===== src/rtl/prog_stream_loader.sv =====
// Byte-stream program loader: 16-bit word-count header then big-endian words, one prog_en per word.
// Latency: first prog_en 7 cycles after start; 5 cycles/word best case; in_ready drops during ISSUE and outside the load.
module prog_stream_loader #(
  parameter logic [31:0] BASE_ADDR = 32'd0,
  parameter int          MAX_WORDS = 1024
) (
  input  logic        clk,
  input  logic        rst_n,
  input  logic        start,
  input  logic [7:0]  in_data,
  input  logic        in_valid,
  output logic        in_ready,
  output logic        prog_en,
  output logic [31:0] inst_addr,
  output logic [31:0] prog_instruction,
  output logic        cpu_hold,
  output logic        load_done,
  output logic        load_err,
  output logic [15:0] words_loaded
);

  typedef enum logic [2:0] {IDLE, HDR_HI, HDR_LO, BYTES, ISSUE, DONE, ERROR} state_t;

  localparam logic [31:0] MAX_W = 32'(MAX_WORDS);

  state_t      state, state_nxt;
  logic [15:0] count;
  logic [1:0]  byte_idx;
  logic [23:0] word_buf;
  logic [31:0] addr;
  logic        accept;
  logic [31:0] hdr_word;
  logic [15:0] words_inc;

  assign in_ready  = (state == HDR_HI) || (state == HDR_LO) || (state == BYTES);
  assign accept    = in_valid && in_ready;
  assign hdr_word  = {16'd0, count[15:8], in_data};
  assign words_inc = words_loaded + 16'd1;

  always_ff @(posedge clk or negedge rst_n) begin
    if (!rst_n) state <= IDLE;
    else        state <= state_nxt;
  end

  always_comb begin
    state_nxt = state;
    case (state)
      IDLE, DONE, ERROR: if (start) state_nxt = HDR_HI;
      HDR_HI:            if (accept) state_nxt = HDR_LO;
      HDR_LO: begin
        if (accept) begin
          if (hdr_word == 32'd0)   state_nxt = DONE;
          else if (hdr_word > MAX_W) state_nxt = ERROR;
          else                     state_nxt = BYTES;
        end
      end
      BYTES:   if (accept && byte_idx == 2'd3) state_nxt = ISSUE;
      ISSUE:   state_nxt = (words_inc == count) ? DONE : BYTES;
      default: state_nxt = IDLE;
    endcase
  end

  always_ff @(posedge clk or negedge rst_n) begin
    if (!rst_n) begin
      count            <= '0;
      byte_idx         <= '0;
      word_buf         <= '0;
      addr             <= '0;
      prog_en          <= 1'b0;
      inst_addr        <= '0;
      prog_instruction <= '0;
      cpu_hold         <= 1'b0;
      load_done        <= 1'b0;
      load_err         <= 1'b0;
      words_loaded     <= '0;
    end else begin
      prog_en <= 1'b0;
      case (state)
        IDLE, DONE, ERROR: begin
          if (start) begin
            load_done    <= 1'b0;
            load_err     <= 1'b0;
            words_loaded <= '0;
            byte_idx     <= '0;
            addr         <= BASE_ADDR;
            cpu_hold     <= 1'b1;
          end
        end
        HDR_HI: if (accept) count[15:8] <= in_data;
        HDR_LO: begin
          if (accept) begin
            count[7:0] <= in_data;
            if (state_nxt == DONE) begin
              load_done <= 1'b1;
              cpu_hold  <= 1'b0;
            end
            if (state_nxt == ERROR) begin
              load_err <= 1'b1;
              cpu_hold <= 1'b0;
            end
          end
        end
        BYTES: begin
          if (accept) begin
            // Shifting left keeps byte 0 in the top lane once all four have arrived.
            word_buf <= {word_buf[15:0], in_data};
            byte_idx <= byte_idx + 2'd1;
            if (byte_idx == 2'd3) begin
              prog_en          <= 1'b1;
              inst_addr        <= addr;
              prog_instruction <= {word_buf, in_data};
            end
          end
        end
        ISSUE: begin
          addr         <= addr + 32'd4;
          words_loaded <= words_inc;
          byte_idx     <= '0;
          if (state_nxt == DONE) begin
            load_done <= 1'b1;
            cpu_hold  <= 1'b0;
          end
        end
        default: ;
      endcase
    end
  end

endmodule


===== config.mk =====
export PLATFORM = sky130hd
export DESIGN_NAME = prog_stream_loader
export DESIGN_NICKNAME = d
export VERILOG_FILES = /design/src/rtl/prog_stream_loader.sv
export SDC_FILE = /design/constraint.sdc
export NUM_CORES = 1
export LEC_CHECK = 0
export BUFFER_PORTS_ARGS = -buffer_cell sky130_fd_sc_hd__clkbuf_2
export CAP_MARGIN = 10
export CORE_MARGIN = 2
export CORE_UTILIZATION = 35
export DETAILED_ROUTE_END_ITERATION = 16
export HOLD_SLACK_MARGIN = 0.08
export PLACE_DENSITY = 0.59
export SYNTH_ARGS = -nofsm -noshare
export SYNTH_HDL_FRONTEND = slang
export SYNTH_SLANG_ARGS = --single-unit

===== constraint.sdc =====
create_clock -name clk -period 4.7 [get_ports clk]
set_input_delay 0 -clock clk [delete_from_list [all_inputs] [get_ports clk]]
set_output_delay 0 -clock clk [all_outputs]
set_load 0.1 [all_outputs]

# Word-level counts from Yosys, hierarchy flattened
# Cells that the tools add are included.
[op_classes] mux=30 n_eq_ne=14 reduce_logical=19 addsub=3 order_cmp=1
[op_table] cell="32-bit case mux with 2 select lines" n=1
[op_table] cell="32-bit by 3-bit adder with 32-bit output, second input constant" n=1
[op_table] cell="32-bit zero test" n=1
[op_table] cell="32-bit 2-to-1 mux" n=1
[op_table] cell="16-bit case mux with 2 select lines" n=1
[op_table] cell="3-bit 2-to-1 mux" n=7
[op_table] cell="16-bit by 1-bit adder with 16-bit output, second input constant" n=1
[op_table] cell="16-bit == test" n=1
[op_table] cell="16-bit by 11-bit > comparator with 1-bit output, second input constant" n=1
[op_table] cell="16-bit 2-to-1 mux" n=1
[op_table] cell="3-bit == test, second input constant" n=5
[op_table] cell="3-bit case mux with 5 select lines" n=1
[op_table] cell="1-bit 2-to-1 mux" n=12
[op_table] cell="3-bit AND reduction" n=3
[op_table] cell="2-bit AND reduction" n=4
[op_table] cell="3-bit by 2-bit == test with 1-bit output, second input constant" n=2
[op_table] cell="2-bit != test, second input constant" n=3
[op_table] cell="1-bit case mux with 3 select lines" n=2
[op_table] cell="2-bit case mux with 3 select lines" n=1
[op_table] cell="3-bit nonzero test" n=2
[op_table] cell="2-bit 2-to-1 mux" n=2
[op_table] cell="4-bit AND reduction" n=1
[op_table] cell="2-bit nonzero test" n=2
[op_table] cell="3-bit by 1-bit == test with 1-bit output, second input constant" n=1
[op_table] cell="8 further kinds" n=10
[word_totals] word_cells=80 reg_bits=161 out_inout_bits=85

# Longest topological paths before layout
[logic_depth] depth_word=12 depth_mapped=10 ltp_nobuf=8

# Worst setup path after synthesis
# OpenSTA, ideal clock, no wires.
[synth_path] path_type="register to register" startpoint="reg words_loaded[0]" endpoint="reg cpu_hold" path_stages_with_launch=9 n_path_buf=0 setup_ns=0.145 setup_slack_ns=1.640 arrival_time_ns=2.915 path_cell_list="dfrtp_1 ha_1 nand2_1 or3_4 nor2_1 nor3b_1 a2111oi_1 and4_1 o211ai_1"
[synth_via] elab_chain_cells=9 word_cells_on_any_way=10 classes_between="add/sub: 1; eq/ne: 3; mux: 6"
[synth_lines] item="from (decl)" line_no="19" text="output logic [15:0] words_loaded"
[synth_lines] item="from (signal assigned)" line_no="117" text="words_loaded <= words_inc;"
[synth_lines] item="16-bit by 1-bit adder with 16-bit output *" line_no="38" text="assign words_inc = words_loaded + 16'd1;"
[synth_lines] item="16-bit == test *" line_no="58" text="ISSUE: state_nxt = (words_inc == count) ? DONE : BYTES;"
[synth_lines] item="3-bit 2-to-1 mux *" line_no="58"
[synth_lines] item="3-bit case mux with 5 select lines *" line_no="47" text="case (state)"
[synth_lines] item="3-bit == test" line_no="93, 119"
[synth_lines] item="1-bit 2-to-1 mux"
[synth_lines] item="1-bit 2-to-1 mux" line_no="97" text="if (state_nxt == ERROR) begin"
[synth_lines] item="1-bit 2-to-1 mux" line_no="91" text="if (accept) begin"
[synth_lines] item="1-bit case mux with 3 select lines *" line_no="78" text="case (state)"
[synth_lines] item="to (signal assigned)" line_no="86" text="cpu_hold <= 1'b1;"
[synth_lines] item="to (signal assigned)" line_no="95" text="cpu_hold <= 1'b0;"
[synth_lines] item="to (signal assigned)" line_no="99" text="cpu_hold <= 1'b0;"
[synth_lines] item="to (decl)" line_no="16" text="output logic cpu_hold,"
# Every way passes the cells marked *; elsewhere a longest branch is shown, timed or not. The select of a mux whose other input is x is not followed.
# A chain may end at the register's enable or synchronous reset.

# Worst setup path in the final report
# Same ends and word-level chain as after synthesis.

==> out/qor.txt <==
Status: finished clean
Max FO, Critical Path: 7
PortBufs: 94
R2R Path End: cpu_hold$_DFFE_PN0P_
GRT Resource Usage Total: 16.8%
Root Buffer: clkbuf_16
Via/cell ratio: 4.90
WP data arrival: 2.92 ns
Worst setup SP type: flip-flop
RePlAce Congestion: 0.816
Hold/Removal Path Class: in -> reg
Worst slew margin: 32.9%
CTS tree: yes
Congestion Overflow GR: 0
Slowest-stage cell, CP: a2111oi_1
Hold path start: in_valid
Worst vdd ir: 599 µV
Cts hold-fix bufs: 10
Top-count cell post-synth: nand2_1
Initial antenna violation count: 0
Final Skew: 0.00832 ns
Ys async rst share: 100%
Final WS setup: 2.06 ns
DRT iter0 DRCs: 376
Clock tree buffer depth: 2
DR vias: 5733
Pint: 3.32 mW
# IOs: 97
Worst reg2reg setup slack: 2.06 ns
Fillers: 2009
HPWL after DPL: 11300 µm
Mapped Area: 7170 µm²
Clk pwr share: 24.5%
Yosys top cell area share: 54.8%
Fmax: 0.379 GHz
Initial core utilization: 35.5%
Layout cells sized above 1: 18.0%
First-pass DRT Iterations: 5
Setup CP Type: reg -> reg
Ant diodes: 0
Largest net degree at the start of global routing: 108
Largest stage delay, worst path: 0.47 ns
Yosys cell types: 58
CTS sink count: 157
Largest area contributor in the netlist: dfrtp_1
Max-Cap Viols: 0
Post-synth EDFFs: 0
PwrDens: 749 nW/µm²
Routed wire length: 17600 µm
WP data required: 4.99 ns
Final worst path period share: 56.1%
Static Leak: 4.38 nW
Final Slew Violations: 0
Post_cts resized: 0
Synth top area cells: dfrtp_1 (55%), nand2_1 (16%), o21ai_0 (3.9%), mux2_2 (2.5%), nand3_1 (2.4%)
Global-route wire length before repair: 29000 µm
Logic pwr share: 42.6%
FP Rows: 52
Post-route setup TNS: 0 ns
CP Capture Type: flip-flop
Vias in the first global route: 5502
Crit-path cells: ha_1 -> nand2_1 -> or3_4 -> nor2_1 -> nor3b_1 -> a2111oi_1 -> and4_1 -> o211ai_1
Slew of the pin with the lowest slew margin: 1.01 ns
Die Wd: 147 µm
Post-CTS Setup Repair Bufs: 0
Htree depth: 4
Final ANT Viol Nets: 0
Clock Latency Late Sink: 0.43 ns
Die area: 21600 µm²
Clock Pin Slew Worst Setup and Hold Paths: 0.07 ns
Synth Flop Type: dfrtp_1
Area occupied by multi-input gates: 3040 µm²
Final non-filler cell total: 1171
Ys Warns: 0
Reg power frac: 32.9%
Hold depth: 5
Routed len/inst: 15.0 µm
# nets final: 903
CORE AREA: 20200 µm²
R2r worst-path depth: 8
CTS buffer count: 17
RSZ-0062 raised after global routing: no
Register area: 3930 µm²
Drc violations: 0
Area Overhead vs Synth: 20.6%
CP Launch Point: words_loaded[0]$_DFFE_PN0P_
Sequential element share of the synthesized area: 54.8%
Sw frac: 48.8%
Worst Hold End: state[1]$_DFF_PN0_
Die height: 147 µm
Commonest cells post-synth: nand2_1 (307), dfrtp_1 (157), o21ai_0 (56), clkbuf_1 (37), nand3_1 (35)
Synth Area per Inst: 8.94 µm²
Placement Setup Slack: 2.10 ns
DP Cell Count: 1129
NetSw: 3.16 mW
Reg2reg start: words_loaded[0]$_DFFE_PN0P_
Final Critical Period: 2.64 ns
Synthesized flop and latch total: 157
Synth Instances: 802
Final hold vios: 0
Finish-stage setup viols: 0
-- worst max-delay path, delay by kind of cell, from the launching register on --
family          cells  cell delay, ns
compound gates      2            0.59
fa+ha+maj           1            0.31
simple gates        5            1.16
flops               1            0.43
-- placed cells by master (no fill, tap or decap), types with 3 or more instances in the layout --
master | netlist | final
dfrtp_1 | 157 | 157
inv_1 | 4 | 4
xor2_1 | 10 | 10
buf_4 | 2 | 8
dlygate4sd3_1 | 0 | 10
bufinv_16 | 0 | 6
nand2b_1 | 8 | 8
ha_1 | 3 | 3
xnor2_1 | 13 | 13
clkbuf_2 | 0 | 93
o211ai_1 | 7 | 7
o31ai_1 | 5 | 5
nor2_1 | 34 | 34
nand3_1 | 35 | 35
inv_6 | 0 | 3
and3_1 | 14 | 14
nand4_1 | 7 | 7
clkbuf_16 | 0 | 17
o21ai_0 | 56 | 56
a21oi_1 | 12 | 12
nor4_1 | 3 | 3
nor3b_1 | 5 | 5
nor2b_1 | 4 | 4
nand2_1 | 307 | 306
mux2i_1 | 7 | 7
and2_1 | 9 | 9
mux2_2 | 16 | 16
-- routing by layer --
layer | up-vias | routed length, µm | global-route usage [%] | part of all wire (%)
met4 | 0 | 267 | 5.10 | 1.5
met3 | 21 | 854 | 3.91 | 4.9
met1 | 2739 | 8300 | 23.8 | 47
met5 | - | 0 | 0 | 0
li1 | 2833 | - | - | -
met2 | 140 | 8170 | 25.8 | 46
-- registers in the layout, indices dropped and copies added (netlist names) --
| signal | cells |
|---|---|
| addr | 30 |
| inst_addr | 30 |
| load_err | 1 |
| count | 16 |
| byte_idx | 2 |
| prog_instruction | 32 |
| words_loaded | 16 |
| cpu_hold | 1 |
| word_buf | 24 |
| load_done | 1 |
| prog_en | 1 |
| state | 3 |
-- area by class of cell --
type                            count  share of cell area (%)
Clock inverter                     13                    2.72
Clock buffer                       19                    5.12
Sequential cell                   157                    45.5
Inverter                            5                   0.217
Tap cell                          270                    3.91
Timing Repair Buffer              112                    7.37
Multi-Input combinational cell    595                    35.2
-- through the flow --
| step | hold WS [ns] | cell area, µm² | util, % | power (mW) |
|---|---|---|---|---|
| floorplan | -0.296 | 7170 | - | 4.39 |
| global placement | 0.214 | 7870 | 39.0 | 4.89 |
| detailed placement | 0.208 | 7870 | 39.0 | 4.92 |
| CTS | 0.0879 | 8640 | 42.9 | 6.54 |
| global route | 0.203 | 8640 | 42.9 | 6.80 |
| finish | 0.121 | 8640 | 42.9 | 6.47 |
-- power by group through the flow --
stage / Clock (mW) / Sequential, mW / Combinational, mW
2_1_floorplan: 0 / 3.57 / 0.817
3_3_place_gp: 0 / 2.14 / 2.74
3_5_place_dp: 0 / 2.15 / 2.77
4_1_cts: 1.62 / 2.13 / 2.78
5_1_grt: 1.68 / 2.19 / 2.93
6_report: 1.59 / 2.13 / 2.76
-- kinds of logic (layout without fill, tap and decap cells) --
kind of cell / count (synthesis) / after routing / share of synthesized area (%)
AND/OR/NAND/NOR: 444 / 444 / 26.9
flip-flops: 157 / 157 / 54.8
AO/OA/AOI/OAI: 100 / 100 / 8.50
buffers and inverters: 51 / 149 / 2.88
XOR/XNOR: 23 / 23 / 2.81
multiplexers: 23 / 23 / 3.49
adder cells (fa/ha/maj): 3 / 3 / 0.524
other: 1 / 2 / 0.0523
-- worst max-delay path by stage --
stage / cells after the start / slack (ns) / to
3_3_place_gp: 8 / 2.13 / load_done$_DFFE_PN0P_
3_5_place_dp: 8 / 2.10 / cpu_hold$_DFFE_PN0P_
6_report: 8 / 2.06 / cpu_hold$_DFFE_PN0P_
4_1_cts: 8 / 2.07 / cpu_hold$_DFFE_PN0P_
5_1_grt: 8 / 1.82 / inst_addr[11]$_DFFE_PN0P_
2_1_floorplan: 8 / 1.64 / cpu_hold$_DFFE_PN0P_
Note: power is estimated with default switching activity, not from simulation.
